**src/rtl/rom_stream_dumper_if.sv**
```systemverilog
// rom_stream_dumper_if: host stream and ROM controller signals of the dumper; ROM_DUMP_CHECKSUM_EN adds checksum
interface rom_stream_dumper_if #(
  parameter int DATA_WIDTH = 16,
  parameter int ADDRESS_WIDTH = 16
);
  logic dump;
  logic [ADDRESS_WIDTH-1:0] word_count;
  logic sck;
  logic [DATA_WIDTH-1:0] output_data;
  logic ack;
  logic done;
  logic rom_busy;
  logic rom_initialized;
  logic rom_request;
  logic [ADDRESS_WIDTH-1:0] rom_address;
  logic [DATA_WIDTH-1:0] rom_read_data;
`ifdef ROM_DUMP_CHECKSUM_EN
  logic [DATA_WIDTH-1:0] checksum;
`endif
  modport master (
    input dump, word_count, ack, rom_busy, rom_initialized, rom_read_data,
    output sck, output_data, done, rom_request, rom_address
`ifdef ROM_DUMP_CHECKSUM_EN
    , output checksum
`endif
  );
  modport slave (
    output dump, word_count, ack, rom_busy, rom_initialized, rom_read_data,
    input sck, output_data, done, rom_request, rom_address
`ifdef ROM_DUMP_CHECKSUM_EN
    , input checksum
`endif
  );
endinterface

```
**src/rtl/rom_stream_dumper.sv**
```systemverilog
// rom_stream_dumper: streams ROM words to a host over an sck/ack handshake; ROM_DUMP_CHECKSUM_EN adds a running checksum
module rom_stream_dumper #(
  parameter int DATA_WIDTH = 16,
  parameter int ADDRESS_WIDTH = 16
) (
  input logic clk,
  input logic reset,
  rom_stream_dumper_if.master bus
);
  localparam logic [2:0] IDLE    = 3'd0;
  localparam logic [2:0] REQ     = 3'd1;
  localparam logic [2:0] READ    = 3'd2;
  localparam logic [2:0] PRESENT = 3'd3;
  localparam logic [2:0] RELEASE = 3'd4;
  localparam logic [2:0] DONE    = 3'd5;
  logic [2:0] state;
  logic dump_q;
  logic start;
  logic [ADDRESS_WIDTH:0] remaining;
  logic [DATA_WIDTH-1:0] data_q;
  assign start = bus.dump & ~dump_q;
  assign bus.output_data = data_q;
  // dump edge history; reset counts as dump high so a level held through reset cannot start a dump
  always_ff @(posedge clk) dump_q <= reset | bus.dump;
  // sequencer: fetch one word, present it until acked, repeat until the count runs out
  always_ff @(posedge clk) begin
    if (reset) begin
      state <= IDLE;
      bus.sck <= 1'b0;
      bus.done <= 1'b0;
      bus.rom_request <= 1'b0;
      bus.rom_address <= '0;
      remaining <= '0;
      data_q <= '0;
    end else if (state != IDLE && !bus.dump) begin
      state <= IDLE;
      bus.sck <= 1'b0;
      bus.done <= 1'b0;
      bus.rom_request <= 1'b0;
    end else begin
      case (state)
        IDLE: if (start) begin
          state <= REQ;
          bus.rom_address <= '0;
          remaining <= {~|bus.word_count, bus.word_count};
        end
        REQ: if (bus.rom_request && bus.rom_busy) begin
          bus.rom_request <= 1'b0;
          state <= READ;
        end else if (bus.rom_initialized && !bus.rom_busy) bus.rom_request <= 1'b1;
        READ: if (!bus.rom_busy) begin
          data_q <= bus.rom_read_data;
          bus.sck <= 1'b1;
          state <= PRESENT;
        end
        PRESENT: if (bus.ack) begin
          bus.sck <= 1'b0;
          state <= RELEASE;
        end
        RELEASE: if (!bus.ack) begin
          if (remaining == (ADDRESS_WIDTH+1)'(1)) begin
            bus.done <= 1'b1;
            state <= DONE;
          end else begin
            bus.rom_address <= bus.rom_address + ADDRESS_WIDTH'(1);
            remaining <= remaining - (ADDRESS_WIDTH+1)'(1);
            state <= REQ;
          end
        end
        default: if (state != DONE) state <= IDLE;
      endcase
    end
  end
`ifdef ROM_DUMP_CHECKSUM_EN
  // checksum of accepted words, cleared on start and held afterwards
  always_ff @(posedge clk) begin
    if (reset) bus.checksum <= '0;
    else if (state == IDLE && start) bus.checksum <= '0;
    else if (state == PRESENT && bus.dump && bus.ack) bus.checksum <= bus.checksum + data_q;
  end
`endif
endmodule

```
**src/flat_wrapper.sv**
```systemverilog
// flat-port wrapper written by rule: the top's interface ports become plain ports
module rom_stream_dumper_flat 
#(
  parameter int DATA_WIDTH = 16,
  parameter int ADDRESS_WIDTH = 16
)
  (clk, reset, bus_dump, bus_word_count, bus_ack, bus_rom_busy, bus_rom_initialized, bus_rom_read_data, bus_sck, bus_output_data, bus_done, bus_rom_request, bus_rom_address);
  rom_stream_dumper_if #(.DATA_WIDTH(DATA_WIDTH), .ADDRESS_WIDTH(ADDRESS_WIDTH)) bus_i ();
  input logic clk;
  input logic reset;
  input wire logic [$bits(bus_i.dump)-1:0] bus_dump;
  input wire logic [$bits(bus_i.word_count)-1:0] bus_word_count;
  input wire logic [$bits(bus_i.ack)-1:0] bus_ack;
  input wire logic [$bits(bus_i.rom_busy)-1:0] bus_rom_busy;
  input wire logic [$bits(bus_i.rom_initialized)-1:0] bus_rom_initialized;
  input wire logic [$bits(bus_i.rom_read_data)-1:0] bus_rom_read_data;
  output wire logic [$bits(bus_i.sck)-1:0] bus_sck;
  output wire logic [$bits(bus_i.output_data)-1:0] bus_output_data;
  output wire logic [$bits(bus_i.done)-1:0] bus_done;
  output wire logic [$bits(bus_i.rom_request)-1:0] bus_rom_request;
  output wire logic [$bits(bus_i.rom_address)-1:0] bus_rom_address;
  assign bus_i.dump = bus_dump;
  assign bus_i.word_count = bus_word_count;
  assign bus_i.ack = bus_ack;
  assign bus_i.rom_busy = bus_rom_busy;
  assign bus_i.rom_initialized = bus_rom_initialized;
  assign bus_i.rom_read_data = bus_rom_read_data;
  assign bus_sck = bus_i.sck;
  assign bus_output_data = bus_i.output_data;
  assign bus_done = bus_i.done;
  assign bus_rom_request = bus_i.rom_request;
  assign bus_rom_address = bus_i.rom_address;
  rom_stream_dumper #(.DATA_WIDTH(DATA_WIDTH), .ADDRESS_WIDTH(ADDRESS_WIDTH)) u_core (.clk(clk), .reset(reset), .bus(bus_i));
endmodule
```
**config.mk**
```make
export PLATFORM = sky130hd
export DESIGN_NAME = rom_stream_dumper_flat
export DESIGN_NICKNAME = d
export VERILOG_FILES = /design/src/rtl/rom_stream_dumper_if.sv /design/src/rtl/rom_stream_dumper.sv /design/src/flat_wrapper.sv
export SDC_FILE = /design/constraint.sdc
export NUM_CORES = 1
export LEC_CHECK = 0
export ABC_AREA = 1
export CORE_ASPECT_RATIO = 1.75
export CORE_MARGIN = 1.5
export CORE_UTILIZATION = 45
export CTS_BUF_LIST = sky130_fd_sc_hd__clkbuf_16
export CTS_CLUSTER_DIAMETER = 60
export DETAILED_ROUTE_END_ITERATION = 10
export PLACE_DENSITY = 0.88
export SLEW_MARGIN = 15
export SYNTH_ARGS = -nofsm -noshare
export SYNTH_HDL_FRONTEND = slang
export SYNTH_SLANG_ARGS = --single-unit
```
**constraint.sdc**
```tcl
create_clock -name clk -period 1.7 [get_ports clk]
set_input_delay 0.34 -clock clk [delete_from_list [all_inputs] [get_ports clk]]
set_output_delay 0.34 -clock clk [all_outputs]
set_load 0.005 [all_outputs]
```
==> out/qor.txt, run 1 <==
====================================================================================
Fraction of layout cells with a size suffix above 1                            11.8%
Critical path class                                                     flip-flop to flip-flop
Maximum VDD drop                                                           0.00133 V
Number of cells traversed by the worst register-to-register path                  11
Initial antenna violation count                                                    0
Post-detailed-route DRC marker count                                               0
Average footprint of a synthesized cell                                   6.21 sq um
Overflow after GRT                                                                 0
Flip-flop and latch count after synthesis                                         56
Global-route wire length before repair                                       14.8 mm
ANT cells                                                                          0
Final Hold Viols                                                                   0
Starting utilization of the core area                                          46.2%
# rows                                                                            40
HPWL reported at the end of detailed placement                               6.70 mm
Synthesized instance count                                                       506
MaxCap Viol Count                                                                  0
Global-route usage over all layers                                             24.7%
DIE AREA                                                                  7510 sq um
Final #Nets                                                                      643
Transition at the pin with the smallest max-transition slack                  453 ps
Share of flip-flops with an asynchronous set or reset after synthesis             0%
Worst-case headroom to the max-slew limit                                      69.8%
Die X-Extent                                                                 66.2 um
Final-layout setup total negative slack                                         0 ps
Number of detailed-routing iterations run before antenna repair                    4
CP Capture Type                                                            flip-flop
Highest attainable clock frequency                                         0.598 GHz
Fin crit share                                                                 98.3%
Worst R2R Start                                                         u_core.remaining[0]
Sequential fraction of the synthesis area                                      35.7%
Syn. warnings                                                                      0
Register-to-Register Setup Slack                                               30 ps
Final wirelength                                                             9.11 mm
Worst Path Max Fanout                                                             11
1st-iter DRT viols                                                               175
Overall power                                                                6.45 mW
Placer congestion estimate                                                     0.914
Sort of element at the start of the critical path                          flip-flop
Clock transition at path regs                                                  70 ps
Num CTS Buffers                                                                    5
Buffer cell driving the clock tree root                                    clkbuf_16
Shortest period the worst path allows                                        1670 ps
Top-level port count                                                              73
H-tree level count                                                                 2
Average via count per standard cell                                             5.22
Number of global-route vias before repair                                       3594
RSZ-0062 raised after global routing                                             yes
Setup violators final                                                              0
Vias after detailed routing                                                     3578
Die height                                                                    114 um
Mapped Nets                                                                      547
Clock tree from TritonCTS                                                      built
Number of enable-type register cells in the synthesized netlist                    0
Min-Delay Path Class                                                    flip-flop to flip-flop
Average wire length per cell after detail routing                            13.3 um
Post-route insts no fill                                                         686
Count of input and output buffers                                                 72
Endpoint of the lowest-slack register-to-register path                  u_core.remaining[8]
Required time reported for the critical path endpoint                        1900 ps
Post-route core utilization                                                    64.7%
Area of the mapped netlist                                                3140 sq um
Cell Count Post-Placement                                                        676
Max-slew violation count                                                           0
Worst-Skew Late Latency                                                       300 ps
Bufs on Longest Clock Path                                                         2
Outcome                                                                 complete, no violations
Postcts setup bufs                                                                 0
Setup crit end                                                          u_core.remaining[8]
Pin count of the biggest net entering global routing                              27
Power density relative to cell area                                     1470 nW/um^2
PnR worst setup slack                                                        29.0 ps
Worst-case setup slack after placement                                       -187 ps
Post-synthesis to final-layout area growth                                     40.1%
Leakage power                                                                1.85 nW
WP data arrival                                                              1870 ps
Core area                                                                 6810 sq um
Number of distinct library cells after synthesis                                  30
Largest clock skew in the final design                                       9.19 ps
Most frequently used flop master after synthesis                             dfxtp_1
CTS Sinks                                                                         56
Cts repair resizes                                                                 0
Crit path launch                                                        u_core.remaining[0]
Quantity of hold-fixing buffers added after cts                                    0
Remaining number of nets flagged by the antenna check after routing                0
====================================================================================
stage by stage:
step           hold slack (ps)  cell area, sq um
2_1_floorplan              447              3140
3_3_place_gp               439              4140
3_5_place_dp               443              4140
4_1_cts                    454              4270
5_1_grt                    468              4400
6_report                   452              4400
synth_stat cells (all sizes together), types with 2 or more instances:
cell    count  area [sq um]
nor3b       2          15.0
nand3b      4          30.0
clkbuf      7          26.3
nand3      37           190
buf         9          68.8
a31oi       2          12.5
o21ai      42           210
nand4       8          50.1
nand2     118           453
a21oi      21           105
ha          3          37.5
dfxtp      56          1120
xor2        3          26.3
xnor2       2          17.5
nor3        4          25.0
o21bai      4          33.8
inv        49           184
nor2      133           519
cell usage in the layout, fill, tap and decap left out, types with 2 or more instances in the layout:
cell type,synthesis,layout
a21oi_1,21,21
a31oi_1,2,2
buf_12,0,3
buf_4,0,27
clkbuf_16,0,7
clkdlybuf4s50_1,0,72
dfxtp_1,56,54
dfxtp_2,0,2
ha_1,3,2
inv_1,48,46
inv_2,1,2
nand2_1,114,112
nand2_2,4,5
nand3_1,36,35
nand3_2,1,2
nand3b_1,4,4
nand4_1,8,8
nor2_1,127,121
nor2_2,5,9
nor2_4,1,3
nor3_1,3,3
o21ai_0,39,33
o21ai_1,3,8
o21bai_1,3,3
xnor2_1,2,2
xor2_1,3,3
worst min-delay path by stage:
stage | from | to | slack, ps | cells past startpoint
finish | u_core.bus.done | u_core.bus.done | 450 | 2
CTS | u_core.bus.done | u_core.bus.done | 450 | 2
detailed placement | u_core.bus.done | u_core.bus.done | 440 | 2
global placement | u_core.bus.done | u_core.bus.done | 440 | 2
floorplan | u_core.bus.done | u_core.bus.done | 450 | 2
global route | u_core.bus.done | u_core.bus.done | 470 | 2
cell type report:
class,count,area [sq um]
clock buffer,5,125
clock inverter,2,12.5
fill,606,2400
inverter,49,189
multi-input combinational,385,1800
sequential,56,1120
tap,84,105
timing repair buffer,105,1040
state kept, by name (all words and copies together) (netlist names):
signal                  cells
u_core.remaining           17
u_core.bus.rom_request      1
u_core.state                3
u_core.bus.done             1
u_core.bus.output_data     16
u_core.bus.sck              1
u_core.dump_q               1
u_core.bus.rom_address     16
metal layers:
| metal | vias up | track usage [%] | share of wire, % |
|---|---|---|---|
| met5 | - | 0 | 0 |
| met4 | 0 | 14.7 | 4.4 |
| met3 | 35 | 5.72 | 6.7 |
| met2 | 130 | 46.6 | 55 |
| met1 | 1619 | 23.0 | 34 |
| li1 | 1794 | - | - |
worst max-delay path, stage by stage, from the launching register on:
cell	delay [ps]
dfxtp_2	380
ha_4	130
inv_1	30
nor2_1	90
nand2_1	80
nor2_2	170
nand3_2	120
nand2_4	150
inv_6	70
buf_12	140
o21ai_0	140
nor2_1	60
logic make-up after synthesis:
logic type                 Yosys count  synth area share [%]
and+or+nand+nor                    307                  41.0
buffers and inverters               65                  8.88
xor gates and xnor gates             5                  1.39
AOI/OAI and AO/OA                   70                  11.9
adders and majority gates            3                  1.19
DFF                                 56                  35.7
report_power, final:
part | switching, mW | internal (mW) | total, mW
clock | 0.476 | 0.536 | 1.01
combinational | 2.13 | 1.53 | 3.66
sequential | 0.243 | 1.54 | 1.78
total | 2.85 | 3.60 | 6.45
Note: power is estimated with default switching activity, not from simulation.
==> run 2: changes to the inputs <==
Settings changed: CORE_ASPECT_RATIO 1.75 to not set, CORE_UTILIZATION 45 to 28, PLACE_DENSITY 0.88 to 0.64.
==> run 2 against run 1 <==
Compared with the run above: critical path depth is 9 lower; register-to-register slack improved by 50 ps; via count shrank 3.8%; final area shrank 0.99%.
==> out/qor.txt, run 2 (synthesized netlist as in run 1, its figures left out) <==
==================================================================================
Min-Delay Path Class                                                  flip-flop to flip-flop   unchanged
Remaining number of nets flagged by the antenna check after routing              0   unchanged
Flip-flop count of the largest register after layout                            17   unchanged
Number of global-route vias before repair                                     3318   was 3594
Power density relative to cell area                                   1380 nW/um^2   was 1470 nW/um^2
Die height                                                                  109 um   was 114 um
Count of input and output buffers                                               72   unchanged
Starting utilization of the core area                                        28.9%   was 46.2%
Initial antenna violation count                                                  0   unchanged
Vias after detailed routing                                                   3441   was 3578
Highest attainable clock frequency                                       0.618 GHz   was 0.598 GHz
HPWL reported at the end of detailed placement                             6.43 mm   was 6.70 mm
Post-route core utilization                                                  40.0%   was 64.7%
Overflow after GRT                                                               0   unchanged
Outcome                                                               complete, no violations   unchanged
Global-route usage over all layers                                           14.9%   was 24.7%
Fraction of layout cells with a size suffix above 1                          9.38%   was 11.8%
Critical path class                                                   flip-flop to primary output   was flip-flop to flip-flop
Layout fillers                                                                1135   was 606
Number of detailed-routing iterations run before antenna repair                  4   unchanged
Shortest period the worst path allows                                      1620 ps   was 1670 ps
WP data arrival                                                            1280 ps   was 1870 ps
Global-route wire length before repair                                     14.6 mm   was 14.8 mm
1st-iter DRT viols                                                             163   was 175
PnR worst setup slack                                                      80.7 ps   was 29.0 ps
Quantity of hold-fixing buffers added after cts                                  0   unchanged
Average via count per standard cell                                           4.67   was 5.22
Setup violators final                                                            0   unchanged
Num CTS Buffers                                                                  5   unchanged
Transition at the pin with the smallest max-transition slack                486 ps   was 453 ps
RSZ-0062 raised after global routing                                           yes   unchanged
Core area                                                              10900 sq um   was 6810 sq um
ANT cells                                                                        0   unchanged
Max-slew violation count                                                         0   unchanged
Crit path launch                                                      u_core.bus.rom_address[5]   was u_core.remaining[0]
# rows                                                                          38   was 40
Post-detailed-route DRC marker count                                             0   unchanged
Leakage power                                                              1.82 nW   was 1.85 nW
Maximum VDD drop                                                        0.000730 V   was 0.00133 V
Largest clock skew in the final design                                     6.54 ps   was 9.19 ps
MaxCap Viol Count                                                                0   unchanged
Top register by number of flip-flops                                  u_core.remaining   unchanged
Sort of element at the start of the critical path                        flip-flop   unchanged
Final Hold Viols                                                                 0   unchanged
Clock transition at path regs                                                80 ps   was 70 ps
Top-level port count                                                            73   unchanged
Final wirelength                                                           8.51 mm   was 9.11 mm
Pin count of the biggest net entering global routing                            28   was 27
Buffer cell driving the clock tree root                                  clkbuf_16   unchanged
Worst Hold Margin                                                           456 ps   was 452 ps
Min-Delay Startpoint                                                  u_core.bus.done   unchanged
Worst-Skew Late Latency                                                     290 ps   was 300 ps
Leading cell types in the layout, fill and taps excluded              nor2_1, nand2_1, clkdlybuf4s50_1   unchanged
Die X-Extent                                                                109 um   was 66.2 um
Worst Path Max Fanout                                                            4   was 11
Most common cell after layout, fill and taps aside                          nor2_1   unchanged
Worst-case headroom to the max-slew limit                                    67.6%   was 69.8%
CTS Sinks                                                                       56   unchanged
Final #Nets                                                                    637   was 643
H-tree level count                                                               2   unchanged
Bufs on Longest Clock Path                                                       2   unchanged
Worst-case setup slack after placement                                     -151 ps   was -187 ps
DIE AREA                                                               11900 sq um   was 7510 sq um
Worst R2R Start                                                       u_core.remaining[1]   was u_core.remaining[0]
Required time reported for the critical path endpoint                      1360 ps   was 1900 ps
Average wire length per cell after detail routing                          11.6 um   was 13.3 um
Clock tree from TritonCTS                                                    built   unchanged
Post-synthesis to final-layout area growth                                   38.7%   was 40.1%
Fin crit share                                                               95.3%   was 98.3%
Placer congestion estimate                                                   0.808   was 0.914
Final-layout setup total negative slack                                       0 ps   unchanged
CP Capture Type                                                       primary output   was flip-flop
==================================================================================
-- run 2: power breakdown --
part / switching (mW) / internal [mW] / leakage [nW]
registers: 0.232 / 1.54 / 0.456
clock network: 0.495 / 0.695 / 0.0814
logic: 1.86 / 1.22 / 1.28
total: 2.58 / 3.45 / 1.82
-- run 2: layout make-up --
class                      instances  area, sq um  share of cell area (%)
clock buffer                       5          125                    2.87
timing repair buffer              99          948                    21.8
inverter                          49          184                    4.22
multi-input combinational        385         1760                    40.4
sequential                        56         1120                    25.8
clock inverter                     3         42.5                   0.976
tap                              140          175                    4.02
-- run 2: metrics by stage --
step | power [mW] | std cells | cell area, sq um
2_1_floorplan | 3.90 | 506 | 3140
3_3_place_gp | 4.72 | 728 | 4160
3_5_place_dp | 4.80 | 728 | 4160
4_1_cts | 6.00 | 736 | 4330
5_1_grt | 6.57 | 737 | 4360
6_report | 6.03 | 737 | 4360
-- run 2: path summary, 6_finish.rpt --
kind         cells past startpoint                   to  slack (ps)
max reg2reg                     12  u_core.remaining[8]          80
max                              2   bus_rom_address[5]          80
min                              2      u_core.bus.done         460
min reg2reg                      2      u_core.bus.done         460
-- run 2: critical path: stages (launching register included) --
cell             delay, ps
dfxtp_2                370
buf_4                  130
clkdlybuf4s50_1        490
-- run 2: repair_timing --
action,4_1_cts,5_1_grt
gates resized for setup,0,13
setup buffers,0,1
setup endpoints to repair,0,13
-- run 2: routing by layer --
metal	vias up	share of wire, %	global-route usage [%]
li1	1778	-	-
met1	1557	46	18.9
met2	104	46	25.8
met3	2	8.1	4.24
met4	0	0.26	1.79
met5	-	0	0
==> run 3: changes to the inputs <==
Settings changed: SKIP_CTS_REPAIR_TIMING set to 1.
==> results of run 3 <==
Final layout, timing and power as in run 2 (identical DEF).
